File: config.mk
export PLATFORM = sky130hd
export DESIGN_NAME = pipe_hazard_ctrl
export DESIGN_NICKNAME = d
export VERILOG_FILES = /design/src/rtl/pipe_hazard_ctrl.sv
export SDC_FILE = /design/constraint.sdc
export NUM_CORES = 1
export LEC_CHECK = 0
export CELL_PAD_IN_SITES_DETAIL_PLACEMENT = 1
export CELL_PAD_IN_SITES_GLOBAL_PLACEMENT = 1
export CORE_MARGIN = 2
export CORE_UTILIZATION = 23
export CTS_CLUSTER_DIAMETER = 50
export DETAILED_ROUTE_END_ITERATION = 6
export PLACE_DENSITY_LB_ADDON = 0.1
export SYNTH_ARGS = -nofsm -noshare
export SYNTH_HDL_FRONTEND = slang
export SYNTH_SLANG_ARGS = --single-unit
File: constraint.sdc
create_clock -name clk -period 1.5 [get_ports clk]
set_input_delay 0.225 -clock clk [delete_from_list [all_inputs] [get_ports clk]]
set_output_delay 0.225 -clock clk [all_outputs]
set_load 0.02 [all_outputs]
File: src/rtl/pipe_hazard_ctrl.sv
// Stall/flush sequencer for the 5-stage pipeline: memory freeze > redirect > load-use.
// Define PIPE_HAZARD_PERF_EN to build the saturating stall/redirect counters.
module pipe_hazard_ctrl #(
    parameter int FLUSH_CYCLES = 1,
    parameter int MEM_TIMEOUT  = 16,
    parameter int CNT_W        = 16
) (
    input  logic             clk,
    input  logic             arst_n,
    input  logic             ex_memread,
    input  logic [4:0]       ex_rd,
    input  logic [4:0]       id_rs1,
    input  logic [4:0]       id_rs2,
    input  logic             id_uses_rs2,
    input  logic             ex_redirect,
    input  logic             mem_req,
    input  logic             mem_ack,
    output logic             pc_en,
    output logic             if_id_en,
    output logic             if_id_flush,
    output logic             id_ex_en,
    output logic             id_ex_bubble,
    output logic             ex_mem_en,
    output logic             mem_wb_en,
    output logic             mem_timeout,
    output logic [1:0]       state,
    output logic [CNT_W-1:0] stall_cnt,
    output logic [CNT_W-1:0] flush_cnt
);

    typedef enum logic [1:0] {
        ST_RUN      = 2'd0,
        ST_MEM_WAIT = 2'd1,
        ST_FLUSH    = 2'd2,
        ST_ERROR    = 2'd3
    } state_t;

    localparam logic [7:0] TIMEOUT_V    = 8'(MEM_TIMEOUT);
    localparam logic [1:0] FLUSH_RELOAD = 2'(FLUSH_CYCLES - 1);

    state_t     state_q, state_d;
    logic [7:0] wait_cnt_q, wait_cnt_d;
    logic [1:0] flush_rem_q, flush_rem_d;

    logic freeze, loaduse;
    logic pc_en_c, if_id_en_c, if_id_flush_c, id_ex_en_c, id_ex_bubble_c;
    logic ex_mem_en_c, mem_wb_en_c, mem_timeout_c;

    always_comb begin
        freeze  = mem_req & ~mem_ack;
        loaduse = ex_memread & (ex_rd != 5'd0) &
                  ((ex_rd == id_rs1) | (id_uses_rs2 & (ex_rd == id_rs2)));

        state_d        = state_q;
        wait_cnt_d     = wait_cnt_q;
        flush_rem_d    = flush_rem_q;
        pc_en_c        = 1'b0;
        if_id_en_c     = 1'b0;
        if_id_flush_c  = 1'b0;
        id_ex_en_c     = 1'b0;
        id_ex_bubble_c = 1'b0;
        ex_mem_en_c    = 1'b0;
        mem_wb_en_c    = 1'b0;
        mem_timeout_c  = 1'b0;

        if (state_q == ST_ERROR) begin
            mem_timeout_c = 1'b1;
        end else if (freeze) begin
            // Whole pipeline holds; the wait counter measures how long memory has stalled.
            if (state_q == ST_MEM_WAIT) begin
                if (wait_cnt_q == TIMEOUT_V) begin
                    state_d = ST_ERROR;
                end else begin
                    wait_cnt_d = wait_cnt_q + 8'd1;
                end
            end else begin
                state_d    = ST_MEM_WAIT;
                wait_cnt_d = 8'd1;
            end
        end else begin
            pc_en_c     = 1'b1;
            if_id_en_c  = 1'b1;
            id_ex_en_c  = 1'b1;
            ex_mem_en_c = 1'b1;
            mem_wb_en_c = 1'b1;
            wait_cnt_d  = 8'd0;
            if (ex_redirect) begin
                if_id_flush_c  = 1'b1;
                id_ex_bubble_c = 1'b1;
                flush_rem_d    = FLUSH_RELOAD;
                state_d        = (FLUSH_RELOAD != 2'd0) ? ST_FLUSH : ST_RUN;
            end else if (state_q == ST_FLUSH) begin
                // Wrong-path fetch slots are still draining, so a load-use match is moot.
                if_id_flush_c = 1'b1;
                flush_rem_d   = flush_rem_q - 2'd1;
                if (flush_rem_q <= 2'd1) begin
                    state_d = ST_RUN;
                end
            end else begin
                state_d = ST_RUN;
                if (loaduse) begin
                    pc_en_c        = 1'b0;
                    if_id_en_c     = 1'b0;
                    id_ex_bubble_c = 1'b1;
                end
            end
        end
    end

    always_ff @(posedge clk) begin
        if (!arst_n) begin
            state_q     <= ST_RUN;
            wait_cnt_q  <= 8'd0;
            flush_rem_q <= 2'd0;
        end else begin
            state_q     <= state_d;
            wait_cnt_q  <= wait_cnt_d;
            flush_rem_q <= flush_rem_d;
        end
    end

    // Outputs are forced quiet while reset is held, independent of the flop contents.
    assign pc_en        = arst_n & pc_en_c;
    assign if_id_en     = arst_n & if_id_en_c;
    assign if_id_flush  = arst_n & if_id_flush_c;
    assign id_ex_en     = arst_n & id_ex_en_c;
    assign id_ex_bubble = arst_n & id_ex_bubble_c;
    assign ex_mem_en    = arst_n & ex_mem_en_c;
    assign mem_wb_en    = arst_n & mem_wb_en_c;
    assign mem_timeout  = arst_n & mem_timeout_c;
    assign state        = arst_n ? state_q : ST_RUN;

`ifdef PIPE_HAZARD_PERF_EN
    function automatic logic [CNT_W-1:0] sat_inc(input logic [CNT_W-1:0] v);
        return (&v) ? v : v + 1'b1;
    endfunction

    logic [CNT_W-1:0] stall_cnt_q, flush_cnt_q;
    logic             redirect_acc, stall_cyc;

    assign redirect_acc = ex_redirect & ~freeze & (state_q != ST_ERROR);
    assign stall_cyc    = ~pc_en_c & (state_q != ST_ERROR);

    always_ff @(posedge clk) begin
        if (!arst_n) begin
            stall_cnt_q <= '0;
            flush_cnt_q <= '0;
        end else begin
            if (stall_cyc) begin
                stall_cnt_q <= sat_inc(stall_cnt_q);
            end
            if (redirect_acc) begin
                flush_cnt_q <= sat_inc(flush_cnt_q);
            end
        end
    end

    assign stall_cnt = arst_n ? stall_cnt_q : '0;
    assign flush_cnt = arst_n ? flush_cnt_q : '0;
`else
    assign stall_cnt = '0;
    assign flush_cnt = '0;
`endif

endmodule

==> results.yml <==
placed_design:
  routabilityCongestion: 0.779
  port_buffers: 31
  dp_hpwl_mm: 2.65
  dpl_cell_area_um2: 1580
  place_ws_ps: -968
yosys:
  synth_edf_count: 0
  synthXorXnorAreaFrac_pct: 11.8
  yosys_warnings: 0
  synthArstFlopShare_pct: 0
  synth_compound_area_share_pct: 13.3
  synthFlopType: "dfxtp_1"
  syn_area_per_cell_um2: 8.04
  synthAdderAreaFrac_pct: 3.36
  synth_seq_cells: 12
  synth_cell_type_count: 40
  ys_seq_area_share_pct: 21.5
  synthMuxAreaShare_pct: 0.896
  synth-simple-area-share_pct: 21.6
  synthesis.area_um2: 1120
  synth_top_family_by_area: "buffers and inverters"
  postSynthCellCount: 139
global_route:
  use_met1_pct: 13.7
  grt_max_degree: 13
  grt-busiest-layer: "met2"
  grt_pass1_wl_mm: 5.27
  grt_pass1_vias: 1134
  grt_usage_pct: 12.6
  use_met2_pct: 23.2
  gr-usage-met3_pct: 3.43
  overflow: 0
  antenna_found_initial: 0
route:
  routed_wl_mm: 3.14
  vias: 1050
  postRouteAntennaNets: 0
  vias_per_cell: 4.20
  dr.first_iter.drc_count: 16
  wl_per_cell_um: 12.6
  first_pass_iters: 4
  drc: 0
timing:
  setup_viol: 8
  hold_viol: 0
  clock.fmax_ghz: 0.592
  layout_setup_ws_ps: -189
  rsz0062_at_grt: "true"
  fin_skew_ps: 3.32
  final.min_clock_period_ps: 1690
  period_share_pct: 113
  drv_slew: 0
floorplan:
  core-area_um2: 4690
  num_rows: 25
  dieArea_um2: 5430
  initial_utilization_pct: 23.8
  die_w_um: 73.7
  ios: 64
  die_height_um: 73.7
critical_path:
  crit_arrival_ps: 1820
  path_class: "reg2reg"
  reg2reg_slack_ps: -190
  crit_path_end_kind: "register"
  path_cells: "inv_2 -> ha_4 -> or4b_4 -> o2111ai_4 -> nor2b_1 -> o221a_1"
  slowest_delay_ps: 500
  path_max_fanout: 4
  reg2reg_depth: 6
  crit_family: "simple AND/OR/NAND/NOR gates"
  startpoint_type: "register"
  crit_buf_inv: 1
  worstSetupPathDepth: 6
  cp_slowest_cell: "or4b_4"
  worstPathRequired_ps: 1630
pwr:
  p_total_mw: 0.912
  ir_drop_mv: 0.222
  p_leak_nw: 0.759
  power.density_nw_per_um2: 548
final_layout:
  n_fill_cell: 585
  diodes: 0
  syn2layout_area_growth_pct: 49.0
  fin_nets: 223
  drive_gt1_share_pct: 39.8
  final_area_um2: 1670
  layout_common_cells: "32 x conb_1, 32 x buf_4, 13 x xor2_1"
  postLayoutCoreUtil_pct: 35.5
cts:
  cts_buffers: 3
  cts_max_level: 1
  cts_sinks: 12
  clk_latency_ps: 240
  root_buffer: "clkbuf_8"
  cts-hold-fix-buffers: 0
  cts_tree: "yes"
  clk_path_buf_depth: 2
  clk_pin_slew_ps: 50
job:
  drv_cap: 0
run_status:
  status: "finished with violations"
  failed_checks: "setup timing"
worst_hold_path:
  hold_class: "reg2reg"
  holdPathStages: 2
## worst register-to-register path: cells and delay by family, from the launching register on
kind / cells / cell delay [ps]
DFF: 1 / 320
AOI/OAI and AO/OA: 2 / 510
adders and majority gates: 1 / 120
and+or+nand+nor: 2 / 580
buffers and inverters: 1 / 60
## cell families (layout without fill, tap and decap cells)
family	after synthesis	count (layout)
and+or+nand+nor	44	44
buffers and inverters	44	70
AOI/OAI and AO/OA	19	19
xor gates and xnor gates	15	15
DFF	12	12
adders and majority gates	3	3
other	1	32
muxes	1	1
## path summary, 6_finish.rpt
| check | endpoint | from |
|---|---|---|
| worst max-delay path | wait_cnt_q[6]$_SDFFE_PN0P_ | wait_cnt_q[0]$_SDFFE_PN0P_ |
| worst max register to register | wait_cnt_q[6]$_SDFFE_PN0P_ | wait_cnt_q[0]$_SDFFE_PN0P_ |
| worst min register to register | wait_cnt_q[7]$_SDFFE_PN0P_ | wait_cnt_q[7]$_SDFFE_PN0P_ |
| worst min-delay path | wait_cnt_q[7]$_SDFFE_PN0P_ | wait_cnt_q[7]$_SDFFE_PN0P_ |
## timing repair
| action | 4_1_cts | 5_1_grt |
|---|---|---|
| setup buffers | 0 | 0 |
| setup endpoints to repair | 15 | 14 |
| resized for setup | 92 | 20 |
| pin swaps | 17 | 7 |
## synth_stat cells (2+ instances only)
cell type	instances	area share, %
buf_4	35	24
xor2_1	14	11
dfxtp_1	12	22
nor2_1	9	3.0
nand2_1	8	2.7
inv_1	6	2.0
nand3_1	5	2.2
and3_1	4	2.2
o21ai_0	4	1.8
a21boi_0	3	2.0
ha_1	3	3.4
nor2b_1	3	1.7
nor4_1	3	1.7
and2_1	2	1.1
clkbuf_1	2	0.67
nor3_1	2	0.90
## sequential cells by signal, indices dropped and copies added, names as in the netlist
name and cells:
state_q 2, wait_cnt_q 8, flush_rem_q 2
## power by group
part           switching [mW]  internal, mW
Combinational           0.175         0.116
Sequential            0.00334         0.321
Clock                   0.119         0.177
## final cells by class
class                           count  area (um^2)  area share (%)
Clock buffer                        3         41.3            2.48
Sequential cell                    12          248            14.9
Multi-Input combinational cell    114          802            48.2
Tap cell                           54         67.6            4.06
Timing Repair Buffer               61          484            29.1
Inverter                            6         22.5            1.35
## routing by layer
layer / vias to the layer above / routed length (um) / part of all wire, %
met5: - / 0 / 0
met4: 0 / 36 / 1.1
met3: 4 / 227 / 7.2
met2: 36 / 1620 / 52
met1: 490 / 1250 / 40
li1: 520 / - / -
## stage by stage
step	std cells	hold slack (ps)	setup TNS, ps
after floorplan	170	450	-414
after detailed placement	247	518	-7740
after global routing	250	561	-1480
after global placement	247	484	-7260
after CTS	250	529	-1190
final	250	520	-860
No activity file was read; power rests on OpenSTA's default activity.
